## src/rtl/cpu_seq_ctrl_pkg.sv

```systemverilog
// cpu_defs: definitions shared by the 8-bit RISC CPU blocks.
// The sequencer, instruction register and ALU use the same opcode values.
// Contents: opcode constants, instruction-register fetch codes and the
// sequencer state encoding.
package cpu_defs;

   localparam logic [2:0] OP_NOP = 3'b000;
   localparam logic [2:0] OP_LDR = 3'b001;
   localparam logic [2:0] OP_STR = 3'b010;
   localparam logic [2:0] OP_ADD = 3'b011;
   localparam logic [2:0] OP_AND = 3'b100;
   localparam logic [2:0] OP_XOR = 3'b101;
   localparam logic [2:0] OP_JMP = 3'b110;
   localparam logic [2:0] OP_HLT = 3'b111;

   localparam logic [1:0] FETCH_HOLD = 2'b00;
   localparam logic [1:0] FETCH_INS  = 2'b01;
   localparam logic [1:0] FETCH_ADR  = 2'b10;

   typedef enum logic [2:0] {
      ST_IDLE   = 3'd0,
      ST_FETCH1 = 3'd1,
      ST_FETCH2 = 3'd2,
      ST_EXEC   = 3'd3,
      ST_WB     = 3'd4,
      ST_HALT   = 3'd5,
      ST_PAUSE  = 3'd6
   } state_t;

endpackage

```

## src/rtl/cpu_seq_ctrl_mem_wait_cnt.sv

```systemverilog
// mem_wait_cnt: cycle counter for the memory-access states of the sequencer.
// Counts 0..MEM_WAIT and then holds there until cleared.
// Ports:
//   clk   in  system clock
//   rst   in  asynchronous active-low reset
//   clr   in  restart the count at 0 (pulsed on every state change)
//   last  out count equals MEM_WAIT (final cycle of a memory state)
module mem_wait_cnt #(
   parameter int MEM_WAIT = 0
) (
   input  logic clk,
   input  logic rst,
   input  logic clr,
   output logic last
);

   localparam logic [3:0] LP_WAIT = MEM_WAIT[3:0];

   logic [3:0] r_cnt;

   always_ff @(posedge clk or negedge rst) begin
      if (!rst) begin
         r_cnt <= 4'd0;
      end else if (clr) begin
         r_cnt <= 4'd0;
      end else if (r_cnt != LP_WAIT) begin
         r_cnt <= r_cnt + 4'd1;
      end
   end

   assign last = (r_cnt == LP_WAIT);

endmodule

```

## src/rtl/cpu_seq_ctrl.sv

```systemverilog
// cpu_seq_ctrl: control sequencer for the 8-bit RISC CPU.
// Fetches the two-byte instruction (opcode/register byte, then address
// byte), decodes the 3-bit opcode and drives memory, PC, register file
// and ALU strobes. Every memory-touching state lasts MEM_WAIT+1 cycles.
// Optional macro SINGLE_STEP_EN: adds input step and a PAUSE state entered
// instead of FETCH1 after each instruction; step=1 continues.
// Ports:
//   clk      in   system clock
//   rst      in   asynchronous active-low reset
//   start    in   leave IDLE/HALT and begin fetching
//   ins[2:0] in   opcode from the instruction register (valid in FETCH2)
//   step     in   (SINGLE_STEP_EN only) leave PAUSE
//   fetch    out  01 latch opcode byte, 10 latch address byte, 00 hold
//   rd, wr   out  memory read / write
//   mem_sel  out  address mux: 0 = PC, 1 = ad2
//   pc_inc   out  PC += 1          pc_load out PC <= ad2
//   reg_oe   out  register drives bus  reg_we out register write
//   alu_en   out  ALU latches result   halted out FSM in HALT
//
// state   | meaning
// IDLE    | after reset, waiting for start
// FETCH1  | read opcode byte, latch on last cycle
// FETCH2  | read address byte, latch on last cycle, branch on opcode
// EXEC    | execute latched opcode (JMP/LDR/STR/ALU read)
// WB      | write ALU result to register
// HALT    | HLT executed, waiting for start
// PAUSE   | single-step stop between instructions
module cpu_seq_ctrl
   import cpu_defs::*;
#(
   parameter int MEM_WAIT = 0
) (
   input  logic       clk,
   input  logic       rst,
   input  logic       start,
   input  logic [2:0] ins,
`ifdef SINGLE_STEP_EN
   input  logic       step,
`endif
   output logic [1:0] fetch,
   output logic       rd,
   output logic       wr,
   output logic       mem_sel,
   output logic       pc_inc,
   output logic       pc_load,
   output logic       reg_oe,
   output logic       reg_we,
   output logic       alu_en,
   output logic       halted
);

`ifdef SINGLE_STEP_EN
   localparam state_t LP_RESUME = ST_PAUSE;
`else
   localparam state_t LP_RESUME = ST_FETCH1;
`endif

   state_t     r_state;
   state_t     w_next;
   logic [2:0] r_op;
   logic       w_last;
   logic       w_clr;

   mem_wait_cnt #(.MEM_WAIT(MEM_WAIT)) u_wait (
      .clk  (clk),
      .rst  (rst),
      .clr  (w_clr),
      .last (w_last)
   );

   always_comb begin
      w_next = r_state;
      case (r_state)
         ST_IDLE, ST_HALT: if (start) w_next = ST_FETCH1;
         ST_FETCH1:        if (w_last) w_next = ST_FETCH2;
         ST_FETCH2: begin
            if (w_last) begin
               case (ins)
                  OP_NOP:  w_next = LP_RESUME;
                  OP_HLT:  w_next = ST_HALT;
                  default: w_next = ST_EXEC;
               endcase
            end
         end
         ST_EXEC: begin
            case (r_op)
               OP_JMP:         w_next = LP_RESUME;
               OP_LDR, OP_STR: if (w_last) w_next = LP_RESUME;
               default:        if (w_last) w_next = ST_WB;
            endcase
         end
         ST_WB: w_next = LP_RESUME;
`ifdef SINGLE_STEP_EN
         ST_PAUSE: if (step) w_next = ST_FETCH1;
`endif
         default: w_next = ST_IDLE;
      endcase
   end

   // The wait counter restarts on entry to every state.
   assign w_clr = (w_next != r_state);

   always_ff @(posedge clk or negedge rst) begin
      if (!rst) begin
         r_state <= ST_IDLE;
         r_op    <= OP_NOP;
      end else begin
         r_state <= w_next;
         // ins is only guaranteed valid in FETCH2; EXEC works from this copy.
         if (r_state == ST_FETCH2 && w_last) r_op <= ins;
      end
   end

   always_comb begin
      fetch   = FETCH_HOLD;
      rd      = 1'b0;
      wr      = 1'b0;
      mem_sel = 1'b0;
      pc_inc  = 1'b0;
      pc_load = 1'b0;
      reg_oe  = 1'b0;
      reg_we  = 1'b0;
      alu_en  = 1'b0;
      halted  = 1'b0;
      case (r_state)
         ST_FETCH1: begin
            rd = 1'b1;
            if (w_last) begin
               fetch  = FETCH_INS;
               pc_inc = 1'b1;
            end
         end
         ST_FETCH2: begin
            rd = 1'b1;
            if (w_last) begin
               fetch  = FETCH_ADR;
               pc_inc = 1'b1;
            end
         end
         ST_EXEC: begin
            case (r_op)
               OP_JMP: pc_load = 1'b1;
               OP_STR: begin
                  wr      = 1'b1;
                  mem_sel = 1'b1;
                  reg_oe  = 1'b1;
               end
               OP_LDR: begin
                  rd      = 1'b1;
                  mem_sel = 1'b1;
                  reg_we  = w_last;
               end
               default: begin
                  rd      = 1'b1;
                  mem_sel = 1'b1;
                  alu_en  = w_last;
               end
            endcase
         end
         ST_WB:   reg_we = 1'b1;
         ST_HALT: halted = 1'b1;
         default: ;
      endcase
   end

endmodule
```

## config.mk

```make
export PLATFORM = sky130hd
export DESIGN_NAME = cpu_seq_ctrl
export DESIGN_NICKNAME = d
export VERILOG_FILES = /design/src/rtl/cpu_seq_ctrl_pkg.sv /design/src/rtl/cpu_seq_ctrl_mem_wait_cnt.sv /design/src/rtl/cpu_seq_ctrl.sv
export SDC_FILE = /design/constraint.sdc
export NUM_CORES = 1
export LEC_CHECK = 0
export BUFFER_PORTS_ARGS = -buffer_cell sky130_fd_sc_hd__buf_2
export CELL_PAD_IN_SITES_DETAIL_PLACEMENT = 1
export CELL_PAD_IN_SITES_GLOBAL_PLACEMENT = 1
export CORE_MARGIN = 2
export CORE_UTILIZATION = 38
export DETAILED_ROUTE_END_ITERATION = 7
export GPL_ROUTABILITY_DRIVEN = 1
export HOLD_SLACK_MARGIN = 0.15
export PLACE_DENSITY_LB_ADDON = 0.1
export SKIP_CTS_REPAIR_TIMING = 1
export SLEW_MARGIN = 20
export SYNTH_ARGS = -nofsm -noshare
export SYNTH_HDL_FRONTEND = slang
export SYNTH_SLANG_ARGS = --single-unit
```

## constraint.sdc

```tcl
create_clock -name clk -period 2.05 [get_ports clk]
set_input_delay 0.1025 -clock clk [delete_from_list [all_inputs] [get_ports clk]]
set_output_delay 0.1025 -clock clk [all_outputs]
set_load 0.005 [all_outputs]
```

==> impl_table.tex <==
\begin{tabular}{lr}
\hline
Metric & Value \\
\hline
\multicolumn{2}{l}{\textbf{Status}} \\
\quad Status & finished clean \\
\multicolumn{2}{l}{\textbf{Floorplanning}} \\
\quad Vertical die dimension & around 47 um \\
\quad Number of placement rows & 15 \\
\quad Floorplan core area & $\sim$1700 um\^{}2 \\
\quad Die extent in x & 47.3 um \\
\quad Initial core utilization & approximately two fifths \\
\quad Die area & 2240 um\^{}2 \\
\quad Number of I/O pins & 17 \\
\multicolumn{2}{l}{\textbf{Pwr}} \\
\quad Combinational group share of total power & roughly half \\
\quad Overall power consumption & 1.06 mW \\
\quad Switching Power & around 0.45 mW \\
\quad P per Cell Area & $\sim$1200 nW/um\^{}2 \\
\quad P\_leak & 0.435 nW \\
\quad Sequential Power Share & a little over a third \\
\quad Internal power of the cells & about 0.6 mW \\
\quad Switching power as a share of total power & $\sim$42\% \\
\quad Peak supply drop & 0.000502 V \\
\quad Share of total power in the clock network & 12.1\% \\
\multicolumn{2}{l}{\textbf{Synthesis}} \\
\quad Count of unique library cells instantiated by Yosys & 35 \\
\quad Cell taking the most area after synthesis & dfrtp\_1 \\
\quad Syn\_nets & 86 \\
\quad Number of warning messages in the yosys log & 0 \\
\quad Share of synthesized flip-flops with an asynchronous set or reset & 100\% \\
\quad Sequential cell area fraction in the yosys report & a little over a third \\
\quad Cell types occupying the most area after synthesis & dfrtp\_1 35\%, mux2\_4 6.3\%, ha\_1 3.5\% \\
\quad Count of flip-flops with a built-in enable after synthesis & 0 \\
\quad Post-synth design cell area & 713 um\^{}2 \\
\quad Top flip-flop cell by instance count after synthesis & dfrtp\_1 \\
\quad Post-synth top area share & about a third \\
\quad Post-synthesis cell count & 78 \\
\quad Synthesized flop and latch total & 10 \\
\quad Average cell area after synthesis & about 9.1 um\^{}2 \\
\multicolumn{2}{l}{\textbf{Route}} \\
\quad Post-detailed-route DRC marker count & 0 \\
\quad Detailed-route via count & 648 \\
\quad Remaining number of nets flagged by the antenna check after routing & 0 \\
\quad Detail-routed via count per cell & 5.27 \\
\quad Aggregate routed wire length & 1800 um \\
\quad Average wire per cell in the routed design & 14.6 um \\
\quad Detailed Route Iter0 Violations & 5 \\
\quad Router iterations before antenna repair & 4 \\
\multicolumn{2}{l}{\textbf{Clocking}} \\
\quad Bufs on Longest Clock Path & 2 \\
\quad TritonCTS clock tree & built \\
\quad Insertion delay to the later sink of the worst-skew pair & 0.26 ns \\
\quad Clk root buf & clkbuf\_4 \\
\quad Clock sink total & 10 \\
\quad CTS Buf Count & 3 \\
\quad Reg clk slew, reported paths & 0.06 ns \\
\quad Level count of the clock H-tree & 1 \\
\multicolumn{2}{l}{\textbf{Final layout}} \\
\quad Layout cells sized above 1 & a little under a third \\
\quad Count of nets after finishing & roughly 110 \\
\quad Area of all placed cells without fillers & slightly below 900 um\^{}2 \\
\quad Fillers & 220 \\
\quad Final Util & approximately 50\% \\
\quad Ant. Diodes & 0 \\
\quad Area added between synthesis and finish & 23.3\% \\
\multicolumn{2}{l}{\textbf{Global route}} \\
\quad Largest net degree at the start of global routing & 18 \\
\quad Global Route Usage Sum & about a fifth \\
\quad Antenna violations before repair & 0 \\
\quad Sum of overflow across all layers after global routing & 0 \\
\quad Wire length of the first global-routing pass & just under 3000 um \\
\quad Via count of the first global-routing pass & $\sim$630 \\
\multicolumn{2}{l}{\textbf{Timing}} \\
\quad Peak clock frequency supported by timing & approximately 500 MHz \\
\quad Worst Skew & $\sim$0.0043 ns \\
\quad Worst relative slew slack & 68.5\% \\
\quad Max Transition Viols Final & 0 \\
\quad Clock period minus worst slack & 1.99 ns \\
\quad Final count of negative-setup-slack endpoints & 0 \\
\quad Tightest Pin Transition & 0.470 ns \\
\quad Part of the cycle the worst path needs & between 90 and 100\% \\
\quad Fin. Hold Viols & 0 \\
\multicolumn{2}{l}{\textbf{Place}} \\
\quad Placed cell areas & around 810 um\^{}2 \\
\quad Detailed placer's ending HPWL & about 1300 um \\
\quad Number of I/O port buffers & 16 \\
\quad Final weighted congestion in routability-driven placement & 0.766 \\
\multicolumn{2}{l}{\textbf{Run}} \\
\quad Max-cap violations & 0 \\
\multicolumn{2}{l}{\textbf{Min path}} \\
\quad Class of the tightest hold or removal check & primary input to flop \\
\multicolumn{2}{l}{\textbf{Worst setup path}} \\
\quad Crit path capture type & output pin \\
\quad Required time at the worst-slack endpoint & between 1.5 and 2 ns \\
\quad Maximum fanout along the worst path & 4 \\
\quad Critical path arrival & 1.89 ns \\
\quad Critical path class & flop to output pin \\
\quad Startpoint type of the worst setup path & flop \\
\hline
\end{tabular}
==> area by class of cell <==
class	count	area [um^2]	share of cell area, %
Sequential cell	10	250	28.4
Clock buffer	3	22.5	2.56
Multi-Input combinational cell	59	429	48.8
Timing Repair Buffer	21	128	14.5
Inverter	5	18.8	2.13
Tap cell	25	31.3	3.56
==> path summary, 6_finish.rpt <==
path | startpoint | to | slack, ns | cells past startpoint
max in group asynchronous | rst | u_wait.r_cnt[3] | 1.63 | 2
hold / removal | start | r_state[2] | 0.20 | 3
hold reg to reg | r_op[0] | r_op[0] | 0.55 | 1
setup / recovery | u_wait.r_cnt[0] | fetch[1] | 0.06 | 6
setup reg to reg | u_wait.r_cnt[0] | r_op[0] | 0.16 | 5
min in group asynchronous | rst | r_state[1] | 0.23 | 2
==> state kept, by name, indices dropped and copies added, names as in the netlist <==
signal,count
u_wait.r_cnt,4
r_op,3
r_state,3
==> cells by family after synthesis <==
logic type,after synthesis,share of synthesized area (%)
flops,10,35.1
fa+ha+maj,2,3.51
compound gates,10,9.83
buf+inv,9,5.44
xor+xnor,3,3.68
simple gates,40,34.7
mux,4,7.72
==> cells in the mapped netlist, drive strengths merged, types with 3 or more instances <==
cell type  number
a21oi           4
inv             5
nand2b          4
nand3           5
dfrtp          10
nor2b           3
mux2            3
or3b            3
nand2           3
or3             3
and3            3
nor2            4
nor3            5
==> per-stage QoR <==
stage / instances / worst slack (ns) / TNS [ns] / hold slack (ns)
2_1_floorplan: 78 / 0.178 / 0 / -0.193
3_3_place_gp: 116 / 0.197 / 0 / -0.0223
3_5_place_dp: 116 / 0.142 / 0 / -0.0253
4_1_cts: 119 / 0.0120 / 0 / -0.312
5_1_grt: 123 / -0.00106 / -0.00106 / 0.217
6_report: 123 / 0.0607 / 0 / 0.201
==> critical path, cell delays in order, from the launching register on <==
cell     delay [ns]
dfrtp_1        0.42
inv_2          0.08
ha_2           0.18
or3b_4         0.39
or3_4          0.38
inv_1          0.06
buf_2          0.10
==> routing by layer <==
metal  routed length [um]  track usage, %
met5                    0               0
met2                  888            30.8
met1                  832            24.5
met4                   25            7.22
met3                   54            6.15
==> power by group through the flow <==
stage / clock network (mW) / logic, mW / registers [mW]
after global placement: 0 / 0.544 / 0.382
after CTS: 0.135 / 0.545 / 0.379
after detailed placement: 0 / 0.541 / 0.382
final: 0.128 / 0.549 / 0.380
after floorplan: 0 / 0.423 / 0.310
after global routing: 0.142 / 0.611 / 0.395
==> layout by cell type, fill, tap and decap left out <==
| cell type | Yosys | final |
|---|---|---|
| a21oi_1 | 4 | 4 |
| a311o_1 | 1 | 1 |
| and2b_1 | 1 | 1 |
| and3_1 | 3 | 3 |
| buf_2 | 1 | 16 |
| buf_4 | 1 | 1 |
| clkbuf_4 | 0 | 3 |
| dfrtp_1 | 10 | 10 |
| dlygate4sd3_1 | 0 | 4 |
| ha_1 | 2 | 1 |
| ha_2 | 0 | 1 |
| inv_1 | 5 | 4 |
| inv_2 | 0 | 1 |
| mux2_4 | 3 | 3 |
| mux2i_1 | 1 | 1 |
| nand2_1 | 3 | 3 |
| nand2b_1 | 4 | 4 |
| nand3_1 | 5 | 5 |
| nand3b_1 | 1 | 1 |
| nor2_1 | 4 | 4 |
| nor2b_1 | 3 | 3 |
| nor3_1 | 5 | 5 |
| nor3b_1 | 1 | 1 |
| nor3b_2 | 1 | 1 |
| nor4_1 | 1 | 1 |
| o211ai_1 | 1 | 1 |
| o21bai_1 | 1 | 1 |
| o221ai_1 | 1 | 1 |
| o311ai_0 | 1 | 1 |
| o31ai_1 | 1 | 1 |
| or3_1 | 2 | 2 |
| or3_4 | 1 | 1 |
| or3b_2 | 2 | 2 |
| or3b_4 | 0 | 1 |
| or4_1 | 1 | 1 |
| or4b_2 | 1 | 1 |
| xnor2_1 | 2 | 2 |
| xor2_1 | 1 | 1 |
No activity file was read; power rests on OpenSTA's default activity.
